===== src/rtl/apb_cmd_master.sv =====
// APB3 initiator: turns one local command into one SETUP/ACCESS transfer and
// returns a single response carrying read data, slave error and timeout flags.
module apb_cmd_master #(
    parameter int APB_ADDR_WIDTH = 12,
    parameter int TIMEOUT_CYCLES = 256
) (
    input  logic                      HCLK,
    input  logic                      HRESETn,
    input  logic                      cmd_valid,
    output logic                      cmd_ready,
    input  logic                      cmd_write,
    input  logic [APB_ADDR_WIDTH-1:0] cmd_addr,
    input  logic [31:0]               cmd_wdata,
    output logic                      rsp_valid,
    input  logic                      rsp_ready,
    output logic [31:0]               rsp_rdata,
    output logic                      rsp_err,
    output logic                      rsp_timeout,
    output logic                      busy,
    output logic [APB_ADDR_WIDTH-1:0] PADDR,
    output logic [31:0]               PWDATA,
    output logic                      PWRITE,
    output logic                      PSEL,
    output logic                      PENABLE,
    input  logic [31:0]               PRDATA,
    input  logic                      PREADY,
    input  logic                      PSLVERR
);

    localparam bit TMO_EN = (TIMEOUT_CYCLES > 0);
    localparam int CNT_W  = TMO_EN ? $clog2(TIMEOUT_CYCLES + 1) : 1;
    localparam logic [CNT_W-1:0] CNT_LAST = TMO_EN ? CNT_W'(TIMEOUT_CYCLES - 1) : '0;
    localparam logic [CNT_W-1:0] CNT_MAX  = '1;

    typedef enum logic [1:0] {
        IDLE   = 2'd0,
        SETUP  = 2'd1,
        ACCESS = 2'd2,
        RESP   = 2'd3
    } state_t;

    state_t                    state_q,   state_d;
    logic [APB_ADDR_WIDTH-1:0] paddr_q,   paddr_d;
    logic [31:0]               pwdata_q,  pwdata_d;
    logic                      pwrite_q,  pwrite_d;
    logic [31:0]               rdata_q,   rdata_d;
    logic                      err_q,     err_d;
    logic                      tmo_q,     tmo_d;
    logic [CNT_W-1:0]          wait_cnt_q, wait_cnt_d;

    always_ff @(posedge HCLK or negedge HRESETn) begin
        if (!HRESETn) begin
            state_q    <= IDLE;
            paddr_q    <= '0;
            pwdata_q   <= '0;
            pwrite_q   <= 1'b0;
            rdata_q    <= '0;
            err_q      <= 1'b0;
            tmo_q      <= 1'b0;
            wait_cnt_q <= '0;
        end else begin
            state_q    <= state_d;
            paddr_q    <= paddr_d;
            pwdata_q   <= pwdata_d;
            pwrite_q   <= pwrite_d;
            rdata_q    <= rdata_d;
            err_q      <= err_d;
            tmo_q      <= tmo_d;
            wait_cnt_q <= wait_cnt_d;
        end
    end

    always_comb begin
        state_d    = state_q;
        paddr_d    = paddr_q;
        pwdata_d   = pwdata_q;
        pwrite_d   = pwrite_q;
        rdata_d    = rdata_q;
        err_d      = err_q;
        tmo_d      = tmo_q;
        wait_cnt_d = wait_cnt_q;
        case (state_q)
            IDLE: begin
                if (cmd_valid) begin
                    paddr_d  = cmd_addr;
                    pwdata_d = cmd_wdata;
                    pwrite_d = cmd_write;
                    state_d  = SETUP;
                end
            end
            SETUP: begin
                wait_cnt_d = '0;
                state_d    = ACCESS;
            end
            ACCESS: begin
                // PREADY on the last allowed cycle still completes normally.
                if (PREADY) begin
                    rdata_d = pwrite_q ? 32'd0 : PRDATA;
                    err_d   = PSLVERR;
                    tmo_d   = 1'b0;
                    state_d = RESP;
                end else if (TMO_EN && (wait_cnt_q == CNT_LAST)) begin
                    rdata_d = 32'd0;
                    err_d   = 1'b1;
                    tmo_d   = 1'b1;
                    state_d = RESP;
                end else if (wait_cnt_q != CNT_MAX) begin
                    wait_cnt_d = wait_cnt_q + CNT_W'(1);
                end
            end
            RESP: begin
                if (rsp_ready) begin
                    state_d = IDLE;
                end
            end
            default: state_d = IDLE;
        endcase
    end

    // Bus strobes decode straight from state so reset drops them without a clock.
    assign PSEL        = (state_q == SETUP) || (state_q == ACCESS);
    assign PENABLE     = (state_q == ACCESS);
    assign PADDR       = paddr_q;
    assign PWDATA      = pwdata_q;
    assign PWRITE      = pwrite_q;
    assign cmd_ready   = (state_q == IDLE);
    assign busy        = (state_q != IDLE);
    assign rsp_valid   = (state_q == RESP);
    assign rsp_rdata   = rdata_q;
    assign rsp_err     = err_q;
    assign rsp_timeout = tmo_q;

endmodule


===== config.mk =====
export PLATFORM = sky130hd
export DESIGN_NAME = apb_cmd_master
export DESIGN_NICKNAME = d
export VERILOG_FILES = /design/src/rtl/apb_cmd_master.sv
export SDC_FILE = /design/constraint.sdc
export NUM_CORES = 1
export LEC_CHECK = 0
export BUFFER_PORTS_ARGS = -buffer_cell sky130_fd_sc_hd__buf_2
export CORE_AREA = 3 3 97 122
export CTS_CLUSTER_DIAMETER = 60
export DETAILED_ROUTE_END_ITERATION = 10
export DIE_AREA = 0 0 100 125
export PLACE_DENSITY = 0.64
export SETUP_SLACK_MARGIN = 0.3
export SLEW_MARGIN = 20
export SYNTH_ARGS = -nofsm -noshare
export SYNTH_HDL_FRONTEND = slang
export SYNTH_SLANG_ARGS = --single-unit

===== constraint.sdc =====
create_clock -name HCLK -period 7.05 [get_ports HCLK]
set_clock_uncertainty 0.15 [all_clocks]
set_input_delay 0.3525 -clock HCLK [delete_from_list [all_inputs] [get_ports HCLK]]
set_output_delay 0.3525 -clock HCLK [all_outputs]
set_load 0.05 [all_outputs]

After elaboration in Yosys (flattened, before gate mapping). Cells that the tools add are included.

Flip-flop bits (word level): 90. Bits of input ports: 83. Output and inout port bits: 84. Logic and storage cells: 44.

Add/subtract/negate cells: 1. Equality and inequality tests: 11. Mux-type cells: 15. Reduce and logical (&&, ||, !) cells: 9.

Operators with widths (number): 2-to-1 mux 32 bit (3); 2-to-1 mux 9 bit (3); one-hot mux 9 bit (2 select lines) (1); adder 9 x 1 -> 9 bit, second input constant (1); equality test 9 x 8 -> 1 bit, second input constant (1); != test 9 bit, second input constant (1); 2-to-1 mux 2 bit (4); one-hot mux 2 bit (4 select lines) (1); != test 2 bit, second input constant (3); nonzero test 2 bit (3); equality test 2 bit, second input constant (2); != test 2 x 1 -> 1 bit, second input constant (2); AND reduction 2 bit (2); AND reduction 4 bit (1); 2-to-1 mux 1 bit (3); != test 3 x 1 -> 1 bit, second input constant (1); AND reduction 3 bit (1); equality test 2 x 1 -> 1 bit, second input constant (1); logical NOT 2 bit (1); logical OR 1 bit (1).

Logic depth before layout (Yosys ltp). Gate-level depths: netlist of the first run.

Word-level depth: 5. Gate-level depth with buffers: 8. Mapped depth without buffers: 7.

Worst setup path before layout of the first run. Ideal clock, no wire load.

Kind: register to register. Start point: register wait_cnt_q[0]. End point: register wait_cnt_q[5]. Setup time: 104 ps. Arrival time: 2145 ps. Required time: 6796 ps. Path slack: 4651 ps. Cell stages (with the launch flop): 9. Cells stage by stage: dfrtp_1 ha_1 nand2_1 nor4_1 ha_1 or4b_1 buf_2 or4_1 o311ai_1.

Word-level cells in the longest chain between the ends: 5. Elaborated cells on any way between the ends: 10. Classes of those cells: add/sub (1); eq/ne (4); mux (4); reduce/logical (1).

RTL lines: start, declared (line 49) `logic [CNT_W-1:0] wait_cnt_q, wait_cnt_d;`; start signal, assigned (line 69) `wait_cnt_q <= wait_cnt_d;`; adder 9 x 1 -> 9 bit (line 108) `wait_cnt_d = wait_cnt_q + CNT_W'(1);`; 2-to-1 mux 9 bit (line 107) `end else if (wait_cnt_q != CNT_MAX) begin`; 2-to-1 mux 9 bit (line 102) `end else if (TMO_EN && (wait_cnt_q == CNT_LAST)) begin`; 2-to-1 mux 9 bit (line 97) `if (PREADY) begin`; one-hot mux 9 bit (2 select lines) (line 82) `case (state_q)`.

Several ways; a longest one is shown, not always the timed one. The select of a mux whose other input is x is not followed. A chain may end at the register's enable or synchronous reset.

Worst setup path in the final report of the first run. Ends and elaborated chain as after synthesis.

==> flow_summary.json, run 1 <==
{
  "rows": 42,
  "relSlewSlack_pct": 30.7,
  "die_w_um": 100,
  "tns_ns": 0,
  "cts_tree": "yes",
  "clk_latency_ns": 0.33,
  "grt_first_pass_wirelength_um": 14000,
  "coreArea_sq_um": 10700,
  "path_class": "reg2reg",
  "worst-path-buf-inv": 0,
  "crit_path_frequent_cell": "ha_1",
  "drtIter0Drc": 34,
  "drive_above_1_share_pct": 49.0,
  "clk_pin_slew_worst_paths_ns": 0.06,
  "viasPerCell": 4.78,
  "wl_um": 8620,
  "clock_path_buffers": 2,
  "multi_input_area_sq_um": 1390,
  "cp_cell_sequence": "ha_1 > nand2_1 > nor4_1 > ha_1 > or4b_1 > or4_1 > o311ai_1",
  "root_buffer": "clkbuf_16",
  "synthCells": 305,
  "ys_warn_count": 0,
  "syn_area_sq_um": 3740,
  "globalRoute.totalOverflow": 0,
  "track_usage_pct": 13.8,
  "critPathTopFamily": "simple AND/OR/NAND/NOR gates",
  "cts.sinks": 90,
  "num-nets-final": 560,
  "layout-area-overhead-vs-synth_pct": 35.4,
  "route.vias.total": 2889,
  "firstDrtPassIters": 4,
  "final-max-slew-violation-count": 0,
  "start_util_pct": 35.1,
  "status": "completed",
  "n_fill_cell": 983,
  "setup_violations": 0,
  "drv_cap": 0,
  "io_pins": 167,
  "dieArea_sq_um": 12500,
  "hold_viol_final": 0,
  "critical_path_required_ns": 7.13,
  "dpl.hpwl_um": 6300,
  "antenna_found_initial": 0,
  "syn_nets": 396,
  "max_stage_delay_ns": 0.63,
  "start_kind": "flip-flop",
  "regArea_sq_um": 2250,
  "ys_types": 38,
  "worst_slew_pin_slew_ns": 1.04,
  "ant_nets": 0,
  "cts_resized": 0,
  "cts_max_level": 3,
  "fp.dieH_um": 125,
  "arrival_ns": 2.69,
  "avgSynthCellArea_sq_um": 12.3,
  "wire_per_inst_um": 14.2,
  "diodes": 0,
  "cts_inserted_buffers": 9,
  "postCtsSetupBuffers": 0,
  "critPathCaptureType": "flip-flop",
  "gp_congestion": 0.802,
  "rsz0062_at_grt": "false",
  "hold_class": "in2reg",
  "min_period_over_period_pct": 37.1,
  "max_freq_mhz": 382,
  "synth_seq_cells": 90,
  "period_needed_ns": 2.62,
  "grt_start_max_net_pins": 91,
  "grt_pass1_vias": 2907,
  "portBuffers": 166,
  "crit_slowest_cell": "or4b_1",
  "route.detailed.drc": 0,
  "critPathMaxFanout": 8,
  "synth_seq_area_share_pct": 60.2
}
-- metal layers --
metal	wire [um]	track usage [%]
met1	3540	16.6
met2	4260	23.0
met3	682	4.29
met4	134	5.08
met5	0	0
-- worst reg2reg max path, cell delays in order, from the launching register on --
cell and delay, ns:
dfrtp_1 0.41, ha_1 0.26, nand2_1 0.09, nor4_1 0.06, ha_1 0.27, or4b_1 0.63
or4_1 0.55, o311ai_1 0.08
-- area by class of cell --
class | instances | area share [%]
clock inverter | 4 | 1.48
inverter | 10 | 0.741
clock buffer | 11 | 4.99
multi-input combinational | 188 | 27.5
tap | 132 | 3.26
timing repair buffer | 170 | 17.6
sequential | 90 | 44.5
-- layout by cell type (no fill, tap or decap), types with 2 or more instances in the layout --
cell type   synthesis  layout
nand2_1            52      51
ha_1                8       8
nor2_1              4       4
o311ai_1            3       3
mux2_2             46      46
clkinvlp_4          0       2
or4b_1              3       3
clkbuf_8            0       2
nand2b_1            3       3
o21ai_0            21      21
a22o_1             12      12
mux2i_1             3       3
nor3b_1             3       3
inv_1              10      10
and4b_1             2       2
buf_4               0       2
o211ai_1            3       3
dfrtp_1            90      90
clkbuf_16           0       9
or4_1               2       2
buf_2               1     165
a21oi_1             5       5
bufinv_16           0       2
-- metrics by stage --
step	cell area, sq um	worst slack, ns	hold slack (ns)	util, %	cells
after global placement	4700	4.53	0.309	44.0	588
after CTS	5040	4.42	0.0752	47.2	604
after detailed placement	4700	4.44	0.318	44.1	588
after floorplan	3740	4.65	-0.0931	-	305
after global routing	5060	4.30	0.0778	47.5	605
final	5060	4.43	0.0877	47.5	605
-- Yosys cell counts --
| master | count | area, sq um |
|---|---|---|
| a21o_1 | 1 | 7.51 |
| a21oi_1 | 5 | 25.0 |
| a222oi_1 | 1 | 10.0 |
| a22o_1 | 12 | 105 |
| a22oi_1 | 1 | 7.51 |
| a2bb2oi_1 | 1 | 8.76 |
| a31oi_1 | 1 | 6.26 |
| and2_1 | 1 | 6.26 |
| and4b_1 | 2 | 20.0 |
| buf_2 | 1 | 5.00 |
| buf_6 | 1 | 11.3 |
| clkbuf_1 | 15 | 56.3 |
| dfrtp_1 | 90 | 2250 |
| ha_1 | 8 | 100 |
| inv_1 | 10 | 37.5 |
| mux2_2 | 46 | 518 |
| mux2i_1 | 3 | 30.0 |
| nand2_1 | 52 | 195 |
| nand2b_1 | 3 | 18.8 |
| nand3_1 | 1 | 5.00 |
| nand3b_1 | 1 | 7.51 |
| nand4_1 | 1 | 6.26 |
| nand4b_1 | 1 | 8.76 |
| nor2_1 | 4 | 15.0 |
| nor2b_1 | 1 | 6.26 |
| nor3_1 | 1 | 5.00 |
| nor3b_1 | 3 | 22.5 |
| nor4_1 | 1 | 6.26 |
| nor4bb_1 | 1 | 10.0 |
| o211ai_1 | 3 | 22.5 |
| o21ai_0 | 21 | 105 |
| o21ai_1 | 1 | 5.00 |
| o311ai_0 | 1 | 8.76 |
| o311ai_1 | 3 | 26.3 |
| or3_1 | 1 | 6.26 |
| or4_1 | 2 | 15.0 |
| or4b_1 | 3 | 30.0 |
| xor2_1 | 1 | 8.76 |
-- final timing paths --
check	startpoint	end	slack [ns]	cells after the start
min in group asynchronous	HRESETn	state_q[1]$_DFFE_PN0P_	0.50	2
setup / recovery	wait_cnt_q[0]$_DFFE_PN0P_	wait_cnt_q[5]$_DFFE_PN0P_	4.43	7
hold / removal	PRDATA[21]	rsp_rdata[21]$_DFFE_PN0P_	0.09	2
max in group asynchronous	HRESETn	rsp_rdata[9]$_DFFE_PN0P_	5.69	2
hold reg to reg	rsp_rdata[11]$_DFFE_PN0P_	rsp_rdata[11]$_DFFE_PN0P_	0.32	2
setup reg to reg	wait_cnt_q[0]$_DFFE_PN0P_	wait_cnt_q[5]$_DFFE_PN0P_	4.43	7
-- state kept, by name, summed over array words and instances (netlist names) --
| name | flops |
|---|---|
| wait_cnt_q | 9 |
| PADDR | 12 |
| rsp_timeout | 1 |
| rsp_rdata | 32 |
| PWDATA | 32 |
| rsp_err | 1 |
| PWRITE | 1 |
| state_q | 2 |
-- cell families after synthesis --
kind of cell / count (synthesis) / share of synthesized area (%)
AO/OA/AOI/OAI: 51 / 9.03
XOR/XNOR: 1 / 0.234
adder cells (fa/ha/maj): 8 / 2.68
buffers and inverters: 27 / 2.94
flip-flops: 90 / 60.2
multiplexers: 49 / 14.6
AND/OR/NAND/NOR: 79 / 10.3
-- timing repair --
action	4_1_cts	5_1_grt
hold buffers	1	0
setup endpoints to repair	0	0
endpoints found under the hold margin	90	0
Power of run 1 is not shown: default switching activity piles up to over one toggle a cycle in this logic, so the estimate is an artifact.
==> inputs of run 2 (changes only) <==
--- a/config.mk
+++ b/config.mk
@@ -5,12 +5,13 @@
 export SDC_FILE = /design/constraint.sdc
 export NUM_CORES = 1
 export LEC_CHECK = 0
+export ABC_AREA = 1
 export BUFFER_PORTS_ARGS = -buffer_cell sky130_fd_sc_hd__buf_2
-export CORE_AREA = 3 3 97 122
+export CORE_AREA = 3 3 98 123
 export CTS_CLUSTER_DIAMETER = 60
 export DETAILED_ROUTE_END_ITERATION = 10
-export DIE_AREA = 0 0 100 125
-export PLACE_DENSITY = 0.64
+export DIE_AREA = 0 0 101 126
+export PLACE_DENSITY = 0.66
 export SETUP_SLACK_MARGIN = 0.3
 export SLEW_MARGIN = 20
 export SYNTH_ARGS = -nofsm -noshare
==> constraint.sdc (replaced) <==
create_clock -name HCLK -period 2.2 [get_ports HCLK]
set_clock_uncertainty 0.15 [all_clocks]
set_input_delay 0.11 -clock HCLK [delete_from_list [all_inputs] [get_ports HCLK]]
set_output_delay 0.11 -clock HCLK [all_outputs]
set_load 0.05 [all_outputs]
==> run 2 against run 1 <==
Final cell count rose by 21%. Highest routed layer unchanged. Utilization rose by 9.5 points. Die area rose by 1.8%. Register-to-register slack got worse by 4.2 ns. Cell area rose by 25%. Sequential cell count did not move. Fmax rose by 30%.
==> flow_summary.json, run 2 <==
{
  "synth.largest_area_cell": "dfrtp_1",
  "p_leak_uw": 0.00323,
  "route.detailed.drc": 0,
  "final-max-slew-violation-count": 0,
  "dpl.hpwl_um": 6780,
  "gp_congestion": 0.783,
  "layout_commonest_cell": "buf_2",
  "root_buffer": "clkbuf_16",
  "synth_top_family_by_area": "simple AND/OR/NAND/NOR gates",
  "layout-area-overhead-vs-synth_pct": 66.6,
  "syn_area_sq_um": 3790,
  "grt_first_pass_wirelength_um": 17700,
  "io_pins": 167,
  "portBuffers": 166,
  "min_period_over_period_pct": 91.5,
  "clk_latency_ns": 0.33,
  "grt_use_met3_pct": 3.77,
  "rsz0062_at_grt": "true",
  "dieArea_sq_um": 12700,
  "die_w_um": 101,
  "synth_seq_cells": 90,
  "wl_um": 12000,
  "cts_tree": "yes",
  "clock_path_buffers": 2,
  "avgSynthCellArea_sq_um": 11.4,
  "setup_violations": 0,
  "fin_cells": 734,
  "synth_most_common_cell": "dfrtp_1",
  "ys_top_cells_by_area": "dfrtp_1 (59%), mux2_2 (13%), nand2_1 (8.4%)",
  "worst-path-buf-inv": 1,
  "synth-xor-area-share_pct": 0,
  "globalRoute.totalOverflow": 0,
  "fp.dieH_um": 126,
  "place_inst": 626,
  "worst_slew_pin_slew_ns": 0.566,
  "ant_nets": 0,
  "synthAdderAreaFrac_pct": 2.64,
  "hold_class": "in2reg",
  "arrival_ns": 2.08,
  "grt_start_max_net_pins": 49,
  "grt_pass1_vias": 3698,
  "drtIter0Drc": 149,
  "synthFlopType": "dfrtp_1",
  "powerDensity_nw_per_um2": 1550,
  "coreArea_sq_um": 11100,
  "route.vias.total": 3546,
  "max-vdd-ir-drop_mv": 0.857,
  "ys_warn_count": 0,
  "final_cell_mix": "buf_2 (164), dfrtp_1 (90), dlygate4sd3_1 (80), nand2_1 (45), mux2_2 (45)",
  "synthSimpleGateAreaFrac_pct": 16.8,
  "start_kind": "flip-flop",
  "r2r_slack_ns": 0.19,
  "synth_edf_count": 0,
  "cp_cell_sequence": "ha_4 > nand3_4 > nor2_4 > and3_4 > ha_4 > nand2_4 > nand2_4 > nor2_4 > clkbuf_16 > nand3_2 > nand2_1 > nor2_1",
  "cts.sinks": 90,
  "drive_above_1_share_pct": 51.6,
  "synth_top_cell_area_share_pct": 59.4,
  "clk_pin_slew_worst_paths_ns": 0.06,
  "synth_common_cells": "dfrtp_1 (90), nand2_1 (85), mux2_2 (45), nand3_1 (39), inv_1 (15)",
  "tns_ns": 0,
  "max_stage_delay_ns": 0.42,
  "use_met1_pct": 19.3,
  "period_needed_ns": 2.01,
  "critPathTopFamily": "simple AND/OR/NAND/NOR gates",
  "viasPerCell": 4.83,
  "track_usage_pct": 17.4,
  "grt.busiest_layer": "met2",
  "cts_inserted_buffers": 9,
  "drv_cap": 0,
  "antenna_found_initial": 0,
  "hold_viol_final": 0,
  "diodes": 0,
  "synth_seq_area_share_pct": 59.4,
  "syn_nets": 425,
  "critical_path_required_ns": 2.27,
  "status": "completed",
  "cts_max_level": 3,
  "critPathCaptureType": "flip-flop",
  "synthArstFlopShare_pct": 100,
  "rows": 43,
  "ys_types": 26,
  "synth_compound_area_share_pct": 2.67,
  "start_util_pct": 34.2,
  "firstDrtPassIters": 4,
  "wire_per_inst_um": 16.4,
  "num-nets-final": 687,
  "path_class": "reg2reg",
  "relSlewSlack_pct": 62.3,
  "synthMuxAreaShare_pct": 13.6,
  "met2_usage_pct": 31.3,
  "crit_slowest_cell": "dfrtp_1",
  "finish.utilization_pct": 57.0,
  "critPathMaxFanout": 6,
  "max_freq_mhz": 497,
  "synthCells": 334
}
==> run 2: cell types whose count changed after synthesis, moves of 4 or more <==
cell and delta:
buf_4 +4, clkbuf_1 -15, o21ai_0 -15, a22o_1 -12
a21oi_1 -5, inv_1 +5, buf_6 +5, nand3_1 +38
nand2_1 +33, buf_2 +5
==> run 2: logic make-up after synthesis <==
| group | after synthesis |
|---|---|
| buf+inv | 31 |
| mux | 46 |
| fa+ha+maj | 8 |
| flops | 90 |
| simple gates | 144 |
| compound gates | 15 |
==> run 2: power by group <==
group	internal (uW)	total (uW)	switching [uW]
combinational	1670	5470	3800
sequential	2310	2720	410
clock	982	1590	607
==> run 2: cell type report <==
class	count	area [sq um]
fillers	884	4770
flip-flops and latches	90	2250
repair buffers	267	1930
multi-input cells	213	1600
clock buffers	9	225
well taps	135	169
clock inverters	5	81.3
inverters	15	56.3
==> run 2: final timing paths <==
check	end	start	depth (start not counted)
min reg2reg	rsp_rdata[1]$_DFFE_PN0P_	rsp_rdata[1]$_DFFE_PN0P_	2
max	wait_cnt_q[5]$_DFFE_PN0P_	wait_cnt_q[1]$_DFFE_PN0P_	12
min in group asynchronous	PWDATA[10]$_DFFE_PN0P_	HRESETn	2
max reg2reg	wait_cnt_q[5]$_DFFE_PN0P_	wait_cnt_q[1]$_DFFE_PN0P_	12
max in group asynchronous	PWRITE$_DFFE_PN0P_	HRESETn	3
min	state_q[1]$_DFFE_PN0P_	cmd_valid	3
==> run 2: repair_timing <==
action | in CTS | in global routing
setup buffers | 5 | 4
setup endpoints to repair | 45 | 85
hold endpoints to repair | 121 | 0
pin swaps | 7 | 31
hold buffers | 80 | 0
gates resized for setup | 11 | 67
gates cloned | 1 | 4
==> run 2: per-layer routing <==
layer	wire [um]	vias to the layer above
met2	6540	138
met1	4380	1744
met3	626	36
met4	463	0
met5	0	-
li1	-	1628
==> run 2: stage by stage <==
step	hold WS (ns)	total power, uW	cell area [sq um]	setup slack (ns)
after floorplan	-0.336	6390	3850	0.280
after global placement	-0.0145	7350	4800	0.154
after detailed placement	-0.00579	7440	4800	0.130
after CTS	0.0479	9340	6020	0.279
after global routing	0.103	10200	6320	0.0903
final	0.0642	9780	6320	0.186
==> run 2: worst min-delay path, stage by stage <==
cell,delay (ns)
buf_2,0.11
o211ai_1,0.14
o21ai_1,0.14
(Power assumes the default switching activity.)
